[config.mk]
export PLATFORM = sky130hd
export DESIGN_NAME = operand_forward_ctrl
export DESIGN_NICKNAME = d
export VERILOG_FILES = /design/src/rtl/operand_forward_ctrl_pkg.sv /design/src/rtl/operand_forward_ctrl_fwd_sel_compare.sv /design/src/rtl/operand_forward_ctrl.sv
export SDC_FILE = /design/constraint.sdc
export NUM_CORES = 1
export LEC_CHECK = 0
export CORE_MARGIN = 2
export CORE_UTILIZATION = 45
export CTS_CLUSTER_DIAMETER = 30
export DETAILED_ROUTE_END_ITERATION = 8
export GPL_ROUTABILITY_DRIVEN = 0
export HOLD_SLACK_MARGIN = 0.15
export MAX_ROUTING_LAYER = met4
export PLACE_DENSITY = 0.73
export SYNTH_ARGS = -nofsm -noshare
export SYNTH_HDL_FRONTEND = slang
export SYNTH_HIERARCHICAL = 1
export SYNTH_SLANG_ARGS = --single-unit
[constraint.sdc]
create_clock -name clock_i -period 5.6 [get_ports clock_i]
set_input_delay 0.56 -clock clock_i [delete_from_list [all_inputs] [get_ports clock_i]]
set_output_delay 0.56 -clock clock_i [all_outputs]
set_load 0.005 [all_outputs]
[src/rtl/operand_forward_ctrl_pkg.sv]
// ----------------------------------------------------------------------------
// operand_forward_ctrl_pkg
// Shared definitions for the EX-stage operand forwarding controller:
//   - register specifier and mux select widths
//   - ALU operand mux select encoding
//   - shadow pipeline slot record {valid, reg_write, mem_read, dest}
//   - is_producer(): slot will write a non-zero register
// ----------------------------------------------------------------------------
package operand_forward_ctrl_pkg;

   localparam int unsigned NB_REG = 5;
   localparam int unsigned NB_SEL = 2;

   // Operand mux select encoding; 2'b11 is never driven.
   localparam logic [NB_SEL-1:0] SEL_REGFILE = 2'b00;
   localparam logic [NB_SEL-1:0] SEL_EXMEM   = 2'b01;
   localparam logic [NB_SEL-1:0] SEL_MEMWB   = 2'b10;

   typedef struct packed {
      logic              valid;
      logic              reg_write;
      logic              mem_read;
      logic [NB_REG-1:0] dest;
   } slot_t;

   // $0 is hard-wired to zero, so a write to it never produces a value.
   function automatic logic is_producer(slot_t s);
      return s.valid & s.reg_write & (s.dest != '0);
   endfunction

endpackage

[src/rtl/operand_forward_ctrl_fwd_sel_compare.sv]
// ----------------------------------------------------------------------------
// operand_forward_ctrl_fwd_sel_compare (fwd_sel_compare)
// Purely combinational select generator for one ALU operand.
// Ports:
//   src_i          source register of the instruction entering EX
//   ex_producer_i  EX slot will write a non-zero register
//   ex_dest_i      EX slot destination
//   mem_producer_i MEM slot will write a non-zero register
//   mem_dest_i     MEM slot destination
//   sel_o          operand mux select (EX match beats MEM match)
// ----------------------------------------------------------------------------
module operand_forward_ctrl_fwd_sel_compare #(
   parameter int NB_REG = 5
) (
   input  logic [NB_REG-1:0] src_i,
   input  logic              ex_producer_i,
   input  logic [NB_REG-1:0] ex_dest_i,
   input  logic              mem_producer_i,
   input  logic [NB_REG-1:0] mem_dest_i,
   output logic [1:0]        sel_o
);
   import operand_forward_ctrl_pkg::*;

   always_comb begin
      sel_o = SEL_REGFILE;
      // The youngest producer holds the most recent value of the register.
      if (ex_producer_i && (ex_dest_i == src_i)) begin
         sel_o = SEL_EXMEM;
      end else if (mem_producer_i && (mem_dest_i == src_i)) begin
         sel_o = SEL_MEMWB;
      end
   end

endmodule

[src/rtl/operand_forward_ctrl.sv]
// ----------------------------------------------------------------------------
// operand_forward_ctrl
// Forwarding and load-use stall controller for the ALU A/B operand muxes.
// Keeps a shadow copy {valid, reg_write, mem_read, dest} of the EX, MEM and
// WB instructions and registers the mux selects for the instruction that
// enters EX on each enabled edge.
// Ports:
//   clock_i, reset_i        clock (rising edge), async active-high reset
//   enable_i                pipeline advance; low freezes all state
//   flush_i                 squash the ID instruction
//   id_*                    decoded fields of the ID-stage instruction
//   stall_o                 hold PC and IF/ID (combinational)
//   fwd_a_sel_o/fwd_b_sel_o registered operand mux selects
//   stall_count_o           stall cycle counter (OPERAND_FORWARD_STALL_COUNT_EN)
// Optional feature macro: OPERAND_FORWARD_STALL_COUNT_EN
// ----------------------------------------------------------------------------
module operand_forward_ctrl #(
   parameter int NB_REG = 5,
   parameter int NB_SEL = 2
) (
   input  logic              clock_i,
   input  logic              reset_i,
   input  logic              enable_i,
   input  logic              flush_i,
   input  logic              id_valid_i,
   input  logic [NB_REG-1:0] id_rs_i,
   input  logic [NB_REG-1:0] id_rt_i,
   input  logic              id_use_rs_i,
   input  logic              id_use_rt_i,
   input  logic              id_reg_write_i,
   input  logic [NB_REG-1:0] id_dest_i,
   input  logic              id_mem_read_i,
   output logic              stall_o,
   output logic [NB_SEL-1:0] fwd_a_sel_o,
   output logic [NB_SEL-1:0] fwd_b_sel_o
`ifdef OPERAND_FORWARD_STALL_COUNT_EN
   ,
   output logic [31:0]       stall_count_o
`endif
);
   import operand_forward_ctrl_pkg::*;

   slot_t             ex_q, ex_d;
   slot_t             mem_q, mem_d;
   slot_t             wb_q, wb_d;
   slot_t             id_slot;
   logic [NB_SEL-1:0] sel_a_q, sel_a_d;
   logic [NB_SEL-1:0] sel_b_q, sel_b_d;
   logic [1:0]        cmp_a_sel, cmp_b_sel;
   logic              ex_is_load;
   logic              load_use;
   logic              insert_bubble;

   // WB is tracked only to mirror the real pipeline: the register file
   // writes before it reads, so a WB producer never needs forwarding.
   logic              unused_wb;
   assign unused_wb = ^wb_q;

   assign id_slot = '{valid:     1'b1,
                      reg_write: id_reg_write_i,
                      mem_read:  id_mem_read_i,
                      dest:      id_dest_i};

   // Load-use: the load value is only available after MEM, so a consumer
   // directly behind a load must wait one cycle.
   always_comb begin
      ex_is_load = ex_q.valid & ex_q.mem_read & ex_q.reg_write & (ex_q.dest != '0);
      load_use   = (id_use_rs_i & (id_rs_i == ex_q.dest)) |
                   (id_use_rt_i & (id_rt_i == ex_q.dest));
      stall_o    = enable_i & ~flush_i & id_valid_i & ex_is_load & load_use;
   end

   assign insert_bubble = stall_o | flush_i | ~id_valid_i;

   operand_forward_ctrl_fwd_sel_compare #(
      .NB_REG(NB_REG)
   ) u_cmp_a (
      .src_i          (id_rs_i),
      .ex_producer_i  (is_producer(ex_q)),
      .ex_dest_i      (ex_q.dest),
      .mem_producer_i (is_producer(mem_q)),
      .mem_dest_i     (mem_q.dest),
      .sel_o          (cmp_a_sel)
   );

   operand_forward_ctrl_fwd_sel_compare #(
      .NB_REG(NB_REG)
   ) u_cmp_b (
      .src_i          (id_rt_i),
      .ex_producer_i  (is_producer(ex_q)),
      .ex_dest_i      (ex_q.dest),
      .mem_producer_i (is_producer(mem_q)),
      .mem_dest_i     (mem_q.dest),
      .sel_o          (cmp_b_sel)
   );

   always_comb begin
      ex_d    = ex_q;
      mem_d   = mem_q;
      wb_d    = wb_q;
      sel_a_d = sel_a_q;
      sel_b_d = sel_b_q;
      if (enable_i) begin
         wb_d  = mem_q;
         mem_d = ex_q;
         ex_d  = insert_bubble ? '0 : id_slot;
         // A bubble carries no operands, so its selects fall back to the RF.
         sel_a_d = (insert_bubble | ~id_use_rs_i) ? SEL_REGFILE : cmp_a_sel;
         sel_b_d = (insert_bubble | ~id_use_rt_i) ? SEL_REGFILE : cmp_b_sel;
      end
   end

   always_ff @(posedge clock_i or posedge reset_i) begin
      if (reset_i) begin
         ex_q    <= '0;
         mem_q   <= '0;
         wb_q    <= '0;
         sel_a_q <= SEL_REGFILE;
         sel_b_q <= SEL_REGFILE;
      end else begin
         ex_q    <= ex_d;
         mem_q   <= mem_d;
         wb_q    <= wb_d;
         sel_a_q <= sel_a_d;
         sel_b_q <= sel_b_d;
      end
   end

   assign fwd_a_sel_o = sel_a_q;
   assign fwd_b_sel_o = sel_b_q;

`ifdef OPERAND_FORWARD_STALL_COUNT_EN
   logic [31:0] stall_count_q, stall_count_d;

   // Wraps naturally from 0xFFFFFFFF to 0.
   always_comb begin
      stall_count_d = stall_count_q;
      if (enable_i && stall_o) begin
         stall_count_d = stall_count_q + 32'd1;
      end
   end

   always_ff @(posedge clock_i or posedge reset_i) begin
      if (reset_i) begin
         stall_count_q <= '0;
      end else begin
         stall_count_q <= stall_count_d;
      end
   end

   assign stall_count_o = stall_count_q;
`endif

endmodule

## Word-level counts from Yosys, hierarchy flattened

Index checks and enable logic that the tools add are counted.

| word-level totals | value |
|---|---|
| register bits | 19 |
| input bits | 24 |
| output and inout port bits | 5 |
| word-level logic and storage cells | 50 |

| operators by class | value |
|---|---|
| eq/ne operators | 6 |
| muxes and demuxes | 7 |
| bitwise gates (word level) | 22 |
| reductions and logical operators | 6 |

Operator list:

| kind | count |
|---|---|
| equality test 5 bit | 6 |
| AND 1 bit | 13 |
| two-way mux 2 bit | 6 |
| nonzero test 5 bit | 2 |
| two-way mux 8 bit | 1 |
| bitwise OR 1 bit | 5 |
| logical AND 1 bit | 4 |
| NOT 1 bit | 4 |

## Depth between registers and ports, before layout

| logic depth | value |
|---|---|
| depth in word-level cells | 9 |
| mapped depth | 6 |
| gate-level depth less buffers | 6 |

## Modules after synthesis

Netlist, hierarchy kept.

By module, submodules not included:

| module | instances | cells an instance | area each (um^2) | sequential area each (um^2) |
|---|---|---|---|---|
| operand_forward_ctrl | 1 | 98 | 1,027.2 | 475.5 |
| operand_forward_ctrl_fwd_sel_compare | 2 | 15 | 125.1 | 0.0 |

## Worst setup path after synthesis

No wires, ideal clock.

| timing path | value |
|---|---|
| path type | reg2out |
| start | register ex_q[0] (netlist name) |
| end | output port stall_o |
| arrival | 1,457 ps |
| required time | 5,040 ps |
| setup slack | 3,583 ps |
| cell stages (with the launch flop) | 5 |
| path buffers | 1 |
| cell sequence | dfrtp_1 > or3_1 > o311a_1 > buf_6 > and4_1 |

| on the way | value |
|---|---|
| word-level cells in the longest chain between the ends | 4 |
| elaborated cells on any way between the ends | 9 |
| those cells by class | eq/ne (2); bitwise (6); reduce/logical (1) |

Ends and longest elaborated chain:

| element | line | RTL |
|---|---|---|
| from (decl) | operand_forward_ctrl.sv:43 | `slot_t ex_q, ex_d;` |
| from (signal assigned) | operand_forward_ctrl.sv:115 | `ex_q <= '0;` |
| from (signal assigned) | operand_forward_ctrl.sv:121 | `ex_q <= ex_d;` |
| equality test 5 bit, or another cell as far along | operand_forward_ctrl.sv:68 | `load_use = (id_use_rs_i & (id_rs_i == ex_q.dest)) \|` |
| AND 1 bit (on tied branches) | operand_forward_ctrl.sv:68, operand_forward_ctrl.sv:67, operand_forward_ctrl.sv:69 |  |
| bitwise OR 1 bit / AND 1 bit (equally long branches) | operand_forward_ctrl.sv:68, operand_forward_ctrl.sv:70 |  |
| AND 1 bit (*) | operand_forward_ctrl.sv:70 | `stall_o = enable_i & ~flush_i & id_valid_i & ex_is_load & load_use;` |
| to (decl) | operand_forward_ctrl.sv:33 | `output logic stall_o,` |

Mark *: on every way between the ends. The rest lies on a longest branch, timed or not.

## Worst setup path in the final report

| timing path | value |
|---|---|
| start | input port enable_i |
| end | output port stall_o |

| on the way | value |
|---|---|
| word-level cells in the longest chain between the ends | 4 |

Ends and longest elaborated chain:

| element | line | RTL |
|---|---|---|
| from (decl) | operand_forward_ctrl.sv:23 | `input logic enable_i,` |
| AND 1 bit (4 in series) | operand_forward_ctrl.sv:70 |  |

Every way passes these cells.

==> flow_summary.toml <==
[logic_synthesis]
yosysWarnings = 6
synth_cells = 128
synth_area_mm2 = 0.00128
syn_nets = 152
synth_seq_cells = 19
synth_top_area_share_pct = 37.2
synthTopCellsByArea = "dfrtp_1 37%, xnor2_1 15%, mux2_2 6.2%, xor2_1 5.5%, nor2b_1 4.9%"
syn_avg_cell_area_um2 = 9.98
synth.distinct_cells = 26
yosysSeqAreaShare_pct = 37.2
synth_top_cell_by_area = "dfrtp_1"

[worst_hold_path]
hp-start = "mem_q[6]"
hold-path-cell-count = 1
hold_class = "reg -> reg"
holdPathEnd = "mem_q[6]"

[sta]
final-max-slew-violation-count = 0
setup_slack_ns = 2.21
fmax_mhz = 295
maxSlewHeadroom_pct = 52.2
setup_viol = 0
tightest_slew_ns = 0.716
fin_hold_ws_ns = 0.526
tns_ns = 0
final_hold_viol_count = 0
min_period_ns = 3.39
finClkSkew_ns = 0.0130
timing.final.crit_share_pct = 60.5
rsz0062_at_grt = "false"

[global_routing]
grt_pass1_wl_um = 5170
grt_overflow = 0
grt_start_max_net_pins = 20
first_global_vias = 1147
antenna_found_initial = 0
grtUsageTotal_pct = 21.4

[clock_tree]
ctsHoldBuffers = 0
clkTransAtPathRegs_ns = 0.09
insertion_delay_ns = 0.30
cts-htree-levels = 1
postCtsSetupBuffers = 0
post_cts_resized = 0
cts_tree = "done"
cts_buffers = 3
clock_path_buffers = 2
root_buffer = "clkbuf_4"
clock-sinks = 19

[cells_and_area]
final_nets = 181
fin_util_pct = 58.8
layoutNonFillerInstCount = 187
antenna_cells = 0
nFillCells = 239
final_area_mm2 = 0.00161
drive_above_1_share_pct = 11.5
syn2layout_area_growth_pct = 25.8

[floorplanning]
fp-row-count = 19
core_area_mm2 = 0.00273
design.die.area_mm2 = 0.00328
pin_count = 29
die_h_um = 57.3
die-width_um = 57.3
start_util_pct = 46.7

[placement]
placedCellCount = 183
postPlaceCellArea_mm2 = 0.00158
preCtsSetupSlack_ns = 2.23
portBuffers = 28
hpwl_um = 2300

[pwr]
p_per_area_mw_per_mm2 = 182
finalPower_mw = 0.293
cellLeakagePower_nw = 0.659
ir_drop_mv = 0.137

[detailed_routing]
wl_per_cell_um = 16.1
dr.pass1.iters = 4
num_vias = 1085
antenna_left = 0
drtIter0Drc = 32
via_per_inst = 5.80
drt_wl_total_um = 3010
post-route-drc-count = 0

[critical_path]
end_kind = "primary output"
cpMostUsedCell = "clkdlybuf4s50_1"
crit_path_start_kind = "input port"
cp.buffers_inverters = 4
crit_arrival_ns = 2.83
r2r-end = "fwd_a_sel_o[1]"
r2r.worst_path.cells = 5
critPathMaxStageDelay_ns = 0.79
worst-setup-path-type = "in -> out"
reg2reg_slack_ns = 3.50
critPathTopFamily = "buffers and inverters"
critPathRequiredTime_ns = 5.04
path_cells = "clkdlybuf4s50_1 > inv_1 > nor3b_1 > buf_4 > and4_1 > clkdlybuf4s50_1"
timing.rr.start = "ex_q[0]"
worstPathMaxFanout = 14
slowest_stage = "clkdlybuf4s50_1"

[status]
status = "completed"

[flow_run]
max_cap_violations = 0
per-layer routing:
metal | share of wire, % | track usage (%) | up-vias
li1 | - | - | 521
met1 | 43 | 26.7 | 520
met2 | 48 | 34.6 | 37
met3 | 5.8 | 2.72 | 7
met4 | 2.7 | 9.97 | 0
met5 | 0 | - | -
state kept, by name, summed over array words and instances, names as in the netlist:
name,cells
ex_q,8
fwd_a_sel_o,2
fwd_b_sel_o,2
mem_q,7
area by class of cell:
type	instances	area, um^2	share of cell area, %
inverters	2	7.51	0.467
repair buffers	30	295	18.4
clock buffers	4	26.3	1.64
flip-flops and latches	19	475	29.6
multi-input cells	101	763	47.5
well taps	31	38.8	2.41
layout by cell type, fill, tap and decap left out, types with 3 or more instances in the layout:
| cell type | instances |
|---|---|
| clkbuf_4 | 3 |
| a21oi_1 | 10 |
| dfrtp_1 | 19 |
| clkdlybuf4s50_1 | 28 |
| nand4_1 | 4 |
| xor2_1 | 8 |
| a32oi_1 | 4 |
| nor2b_1 | 10 |
| a31oi_1 | 5 |
| xnor2_1 | 22 |
| nand2_1 | 8 |
| a21oi_2 | 3 |
| mux2_2 | 7 |
| and3_1 | 6 |
synthesized netlist by cell type, drive strengths merged:
library cell  number
a21oi             13
a22oi              2
a311oi             2
a31oi              5
a32oi              4
and3               7
and4               1
buf                3
clkbuf             3
dfrtp             19
inv                2
mux2               7
nand2              8
nand4              4
nor2b             10
nor3b              1
nor4               2
o22ai              1
o311a              2
or3                2
xnor2             22
xor2               8
power breakdown:
group	leakage, nW	internal, mW	switching, mW	total [mW]
registers	0.257	0.144	0.0125	0.157
logic	0.387	0.0391	0.0283	0.0674
clock network	0.0150	0.0278	0.0406	0.0684
logic make-up (layout without fill, tap and decap cells):
| logic type | count (synthesis) | in the layout | share of synthesized area (%) |
|---|---|---|---|
| and+or+nand+nor | 35 | 35 | 17.2 |
| xor gates and xnor gates | 30 | 30 | 20.6 |
| AOI/OAI and AO/OA | 29 | 29 | 15.8 |
| DFF | 19 | 19 | 37.2 |
| buffers and inverters | 8 | 36 | 3.04 |
| muxes | 7 | 7 | 6.17 |
how the worst max path moves through the flow:
stage               slack [ns]      end  cells past startpoint      from
floorplan                 3.58  stall_o                      4   ex_q[0]
global placement          2.28  stall_o                      6  enable_i
detailed placement        2.23  stall_o                      6  enable_i
CTS                       2.23  stall_o                      6  enable_i
global route              2.04  stall_o                      6  enable_i
finish                    2.21  stall_o                      6  enable_i
(Power assumes the default switching activity.)
==> edit 1 (same settings) <==
`NB_REG` is set to 5 in 3 places; all go to 6.
--- a/src/rtl/operand_forward_ctrl_pkg.sv
+++ b/src/rtl/operand_forward_ctrl_pkg.sv
@@ -10,3 +10,3 @@
 
-   localparam int unsigned NB_REG = 5;
+   localparam int unsigned NB_REG = 6;
    localparam int unsigned NB_SEL = 2;
--- a/src/rtl/operand_forward_ctrl_fwd_sel_compare.sv
+++ b/src/rtl/operand_forward_ctrl_fwd_sel_compare.sv
@@ -12,3 +12,3 @@
 module operand_forward_ctrl_fwd_sel_compare #(
-   parameter int NB_REG = 5
+   parameter int NB_REG = 6
 ) (
--- a/src/rtl/operand_forward_ctrl.sv
+++ b/src/rtl/operand_forward_ctrl.sv
@@ -17,3 +17,3 @@
 module operand_forward_ctrl #(
-   parameter int NB_REG = 5,
+   parameter int NB_REG = 6,
    parameter int NB_SEL = 2
Ports: changed (resized id_dest_i, id_rs_i and id_rt_i); port bits go from 29 to 32. The function was not compared with the original's and may differ.
==> edit 1 against the original RTL <==
  * Final area rose by 13%
  * Synthesized cell count rose by 12%
  * First-iteration DRC count rose by 75%
  * Utilization rose by 0.74 points
  * Clock power rose by 4.1%
  * Clock skew fell by 0.0012 ns
  * Non-clock buffer count rose by 3
  * Worst hold slack improved by 0.0016 ns
  * Via count rose by 14%
  * Sequential cell count rose by 2
  * Worst setup slack got worse by 0.23 ns
  * Routed wire length rose by 23%
  * Total power rose by 11%
  * Area after synthesis rose by 13%
  * Largest power group unchanged
==> edit 1: results (changes against the original RTL) <==
compound-gate portion of the synthesized area 15.0% (-0.74 points); Synthesized Nets 170 (+12%); met3 global-route usage 2.77% (+0.051 points); outcome complete, no violations; mux contribution to synthesized area 6.26% (+0.085 points); Final Skew 0.0118 ns (-0.00124 ns); share of layout cells above drive strength 1 13.2% (+1.7 points); launching point of the worst reg2reg path ex_q[2]; commonest cells in the netlist 30 x xnor2_1, 21 x dfrtp_1, 12 x a21oi_1, 12 x nor2b_1, 8 x mux2_2; post-synthesis xor/xnor area fraction 21.9% (+1.3 points); global-route wire length before repair 5.89 mm (+14%); register area share after synthesis 36.5% (-0.73 points); Area contributors post-synth dfrtp_1 36%, xnor2_1 18%, mux2_2 6.3%; pin count of the biggest net entering global routing 22 (+10%); placed insts 214 (+17%); biggest registers after layout ex_q (9), mem_q (8); nets 202 (+12%); Hold Crit Start mem_q[7]; syn_area_per_cell 10.1 um^2 (+0.91%); Initial DRC Count 56 (+75%); max_slew headroom 48.2% (-4.1 points); IO buf count 31 (+11%); Vias 1239 (+14%); Post-DP HPWL 2.74 mm (+19%); post-DR wirelength/cell 17.0 um (+5.6%); Arrival @ worst endpoint 3.06 ns (+0.23 ns); first drt pass iteration count 4 (unchanged); GR Util met1 29.1% (+2.4 points); crit path max fanout 16 (+2); gr usage total 22.6% (+1.1 points)
==> edit 1: cell types whose count changed in the layout (fill, tap and decap cells not counted), moves of 3 or more <==
cell             before  now
clkdlybuf4s50_1      28   31
nand2_1               8    4
nand3_1               0    4
xnor2_1              22   30
==> edit 1: worst register-to-register path: stages, from the launching register on <==
cell      delay (ns)
dfrtp_1         0.54
or4_1           0.56
o311a_1         0.50
and4_4          0.24
a211oi_2        0.26
a32oi_1         0.14
a21oi_1         0.14
==> edit 1: cell families after synthesis <==
kind of cell           Yosys count
multiplexers                     8
buffers and inverters            8
flip-flops                      21
AND/OR/NAND/NOR                 39
AO/OA/AOI/OAI                   31
XOR/XNOR                        36
==> edit 1: per-stage QoR <==
stage	instance area (um^2)	worst slack (ns)	utilization, %
after floorplan	1440	3.42	-
after global placement	1790	2.16	58.6
after detailed placement	1790	2.07	58.6
after CTS	1820	2.01	59.5
after global routing	1820	1.84	59.5
final	1820	1.98	59.5
==> edit 1: final cells by class <==
type	instances	area, um^2
flip-flops and latches	21	526
clock buffers	4	26.3
well taps	44	55.1
multi-input cells	114	877
inverters	2	7.51
fillers	286	1240
repair buffers	33	325
==> edit 1: power by group <==
group / leakage (nW) / internal, mW / switching [mW]
Clock: 0.0150 / 0.0278 / 0.0434
Combinational: 0.420 / 0.0457 / 0.0327
Sequential: 0.284 / 0.160 / 0.0155
==> edit 1: routing by layer <==
metal,vias up,share of wire (%),routed length (um)
met5,-,0,0
met4,0,1.9,71
met3,8,4.7,173
met2,48,49,1810
met1,600,45,1650
li1,583,-,-
==> edit 1: final timing paths <==
check / to / slack [ns] / cells past startpoint
min: mem_q[7] / 0.53 / 1
max reg2reg: fwd_b_sel_o[1] / 3.16 / 6
max in group asynchronous: mem_q[5] / 4.42 / 2
max: stall_o / 1.98 / 6
min in group asynchronous: ex_q[8] / 0.69 / 2
min reg2reg: mem_q[7] / 0.53 / 1
==> edit 2 (same settings) <==
Made on the original files. The option `OPERAND_FORWARD_STALL_COUNT_EN` is turned on by a define.
--- a/src/rtl/operand_forward_ctrl.sv
+++ b/src/rtl/operand_forward_ctrl.sv
@@ -16,2 +16,4 @@
 // ----------------------------------------------------------------------------
+`define OPERAND_FORWARD_STALL_COUNT_EN
+
 module operand_forward_ctrl #(
Check against the original RTL (old outputs only; new: stall_count_o): equivalent (equiv_simple and equiv_induct, registers matched by name and starting in step).
==> edit 2 against the original RTL <==
  * Routed wire length up 92%
  * Final area grew 120%
  * Critical path depth grew 1
  * Clock power grew to 2.9 times the old value
  * Register-to-register slack got worse by 0.19 ns
  * Worst setup slack got worse by 0.13 ns
  * Area after synthesis increased by 110%
  * Fmax is 3.8% lower
  * Die area rose by 100%
  * Sequential cell count rose by 32
  * Sequential share of layout area up 7.3 points
  * Global-route usage is 3.1 points lower
  * Total power up 120%
  * Critical endpoint unchanged
  * Largest cell class unchanged
  * Largest power group unchanged
==> edit 2: results (changes against the original RTL) <==
Max rail drop VDD 0.100 mV (-27%); commonest cells in the netlist 51 x dfrtp_1, 40 x xnor2_1, 20 x xor2_1, 16 x nand4_1, 14 x nand2_1; number of global-route vias before repair 1890 (+65%); Synthesized Nets 270 (+78%); compound-gate portion of the synthesized area 6.51% (-9.3 points); register area share after synthesis 46.7% (+9.5 points); Tightest Pin Transition 1.08 ns (+0.361 ns); Synth Area in Adders 0.458% (+0.46 points); max reg flops 32 (+24); Post-DP HPWL 4.27 mm (+86%); Yosys cell types 41 (+58%); Final Skew 0.0106 ns (-0.00238 ns); post-DR wirelength/cell 15.3 um (-5.1%); Via density 5.46 (-6.0%); Root Buffer clkbuf_8; gr usage total 18.4% (-3.1 points); Initial DRC Count 136 (+330%); Num CTS Buffers 5 (+2); share of layout cells above drive strength 1 9.54% (-2.0 points); outcome complete, no violations; nets 330 (+82%); syn_area_per_cell 11.1 um^2 (+12%); Area contributors post-synth dfrtp_1 47%, xnor2_1 13%, xor2_1 6.4%; post-synthesis xor/xnor area fraction 19.8% (-0.72 points); mux contribution to synthesized area 3.30% (-2.9 points); pin count of the biggest net entering global routing 52 (+160%); Hold Crit Start stall_count_o[31]; Arrival @ worst endpoint 2.96 ns (+0.13 ns); placed insts 373 (+100%); Lkg Pwr 1.43 nW (+120%)
==> edit 2: cell count changes in the layout (fill, tap and decap cells not counted), sizes merged, moves of 5 or more <==
| cell | delta |
|---|---|
| xnor2 | +19 |
| clkdlybuf4s50 | +32 |
| a22o | +7 |
| dfrtp | +32 |
| nor2 | +9 |
| a31oi | -5 |
| nand3 | +14 |
| nand4 | +13 |
| nand2 | +6 |
| a21oi | -12 |
| xor2 | +12 |
| nor2b | -10 |
| nor3 | +14 |
==> edit 2: through the flow <==
| stage | instance area, um^2 | hold WS (ns) | utilization, % | power [mW] | setup WS [ns] |
|---|---|---|---|---|---|
| global route | 3460 | 0.509 | 58.8 | 0.690 | 1.88 |
| CTS | 3460 | 0.482 | 58.8 | 0.666 | 2.05 |
| global placement | 3390 | 0.463 | 57.5 | 0.470 | 2.12 |
| detailed placement | 3390 | 0.470 | 57.5 | 0.471 | 2.06 |
| finish | 3460 | 0.474 | 58.8 | 0.659 | 2.08 |
| floorplan | 2730 | 0.468 | - | 0.440 | 3.53 |
==> edit 2: kinds of logic after synthesis <==
kind of cell,count (synthesis)
AND/OR/NAND/NOR,92
XOR/XNOR,61
flip-flops,51
AO/OA/AOI/OAI,18
buffers and inverters,14
multiplexers,8
adder cells (fa/ha/maj),1
==> edit 2: worst paths after layout <==
check                      cells after the start                end
max in group asynchronous                      3   stall_count_o[9]
hold reg to reg                                1  stall_count_o[31]
min in group asynchronous                      3  stall_count_o[28]
setup reg to reg                               6   stall_count_o[5]
setup / recovery                               7            stall_o
hold / removal                                 1  stall_count_o[31]
==> edit 2: final cells by class <==
cell class	count	area (um^2)
clock buffers	5	68.8
inverters	6	22.5
clock inverters	1	7.51
fillers	513	2420
multi-input cells	180	1390
flip-flops and latches	51	1280
well taps	75	93.8
repair buffers	61	608
==> edit 2: routing by layer <==
layer | up-vias | GRT usage [%] | routed length, um
met2 | 53 | 27.4 | 2660
met1 | 1010 | 26.4 | 2820
met3 | 5 | 3.30 | 262
met5 | - | - | 0
met4 | 0 | 3.50 | 52
li1 | 1000 | - | -
==> edit 2: report_power, final <==
part / total, mW / leakage [nW] / switching (mW) / internal [mW]
Combinational: 0.0738 / 0.705 / 0.0334 / 0.0404
Sequential: 0.389 / 0.694 / 0.0136 / 0.376
Clock: 0.196 / 0.0361 / 0.112 / 0.0832
==> edit 2: critical path, cell delays in order <==
cell	delay, ns
clkdlybuf4s50_1	0.69
nand3b_1	0.21
nor3_2	0.23
or2_1	0.45
nand2_1	0.22
inv_1	0.10
clkdlybuf4s50_1	0.50
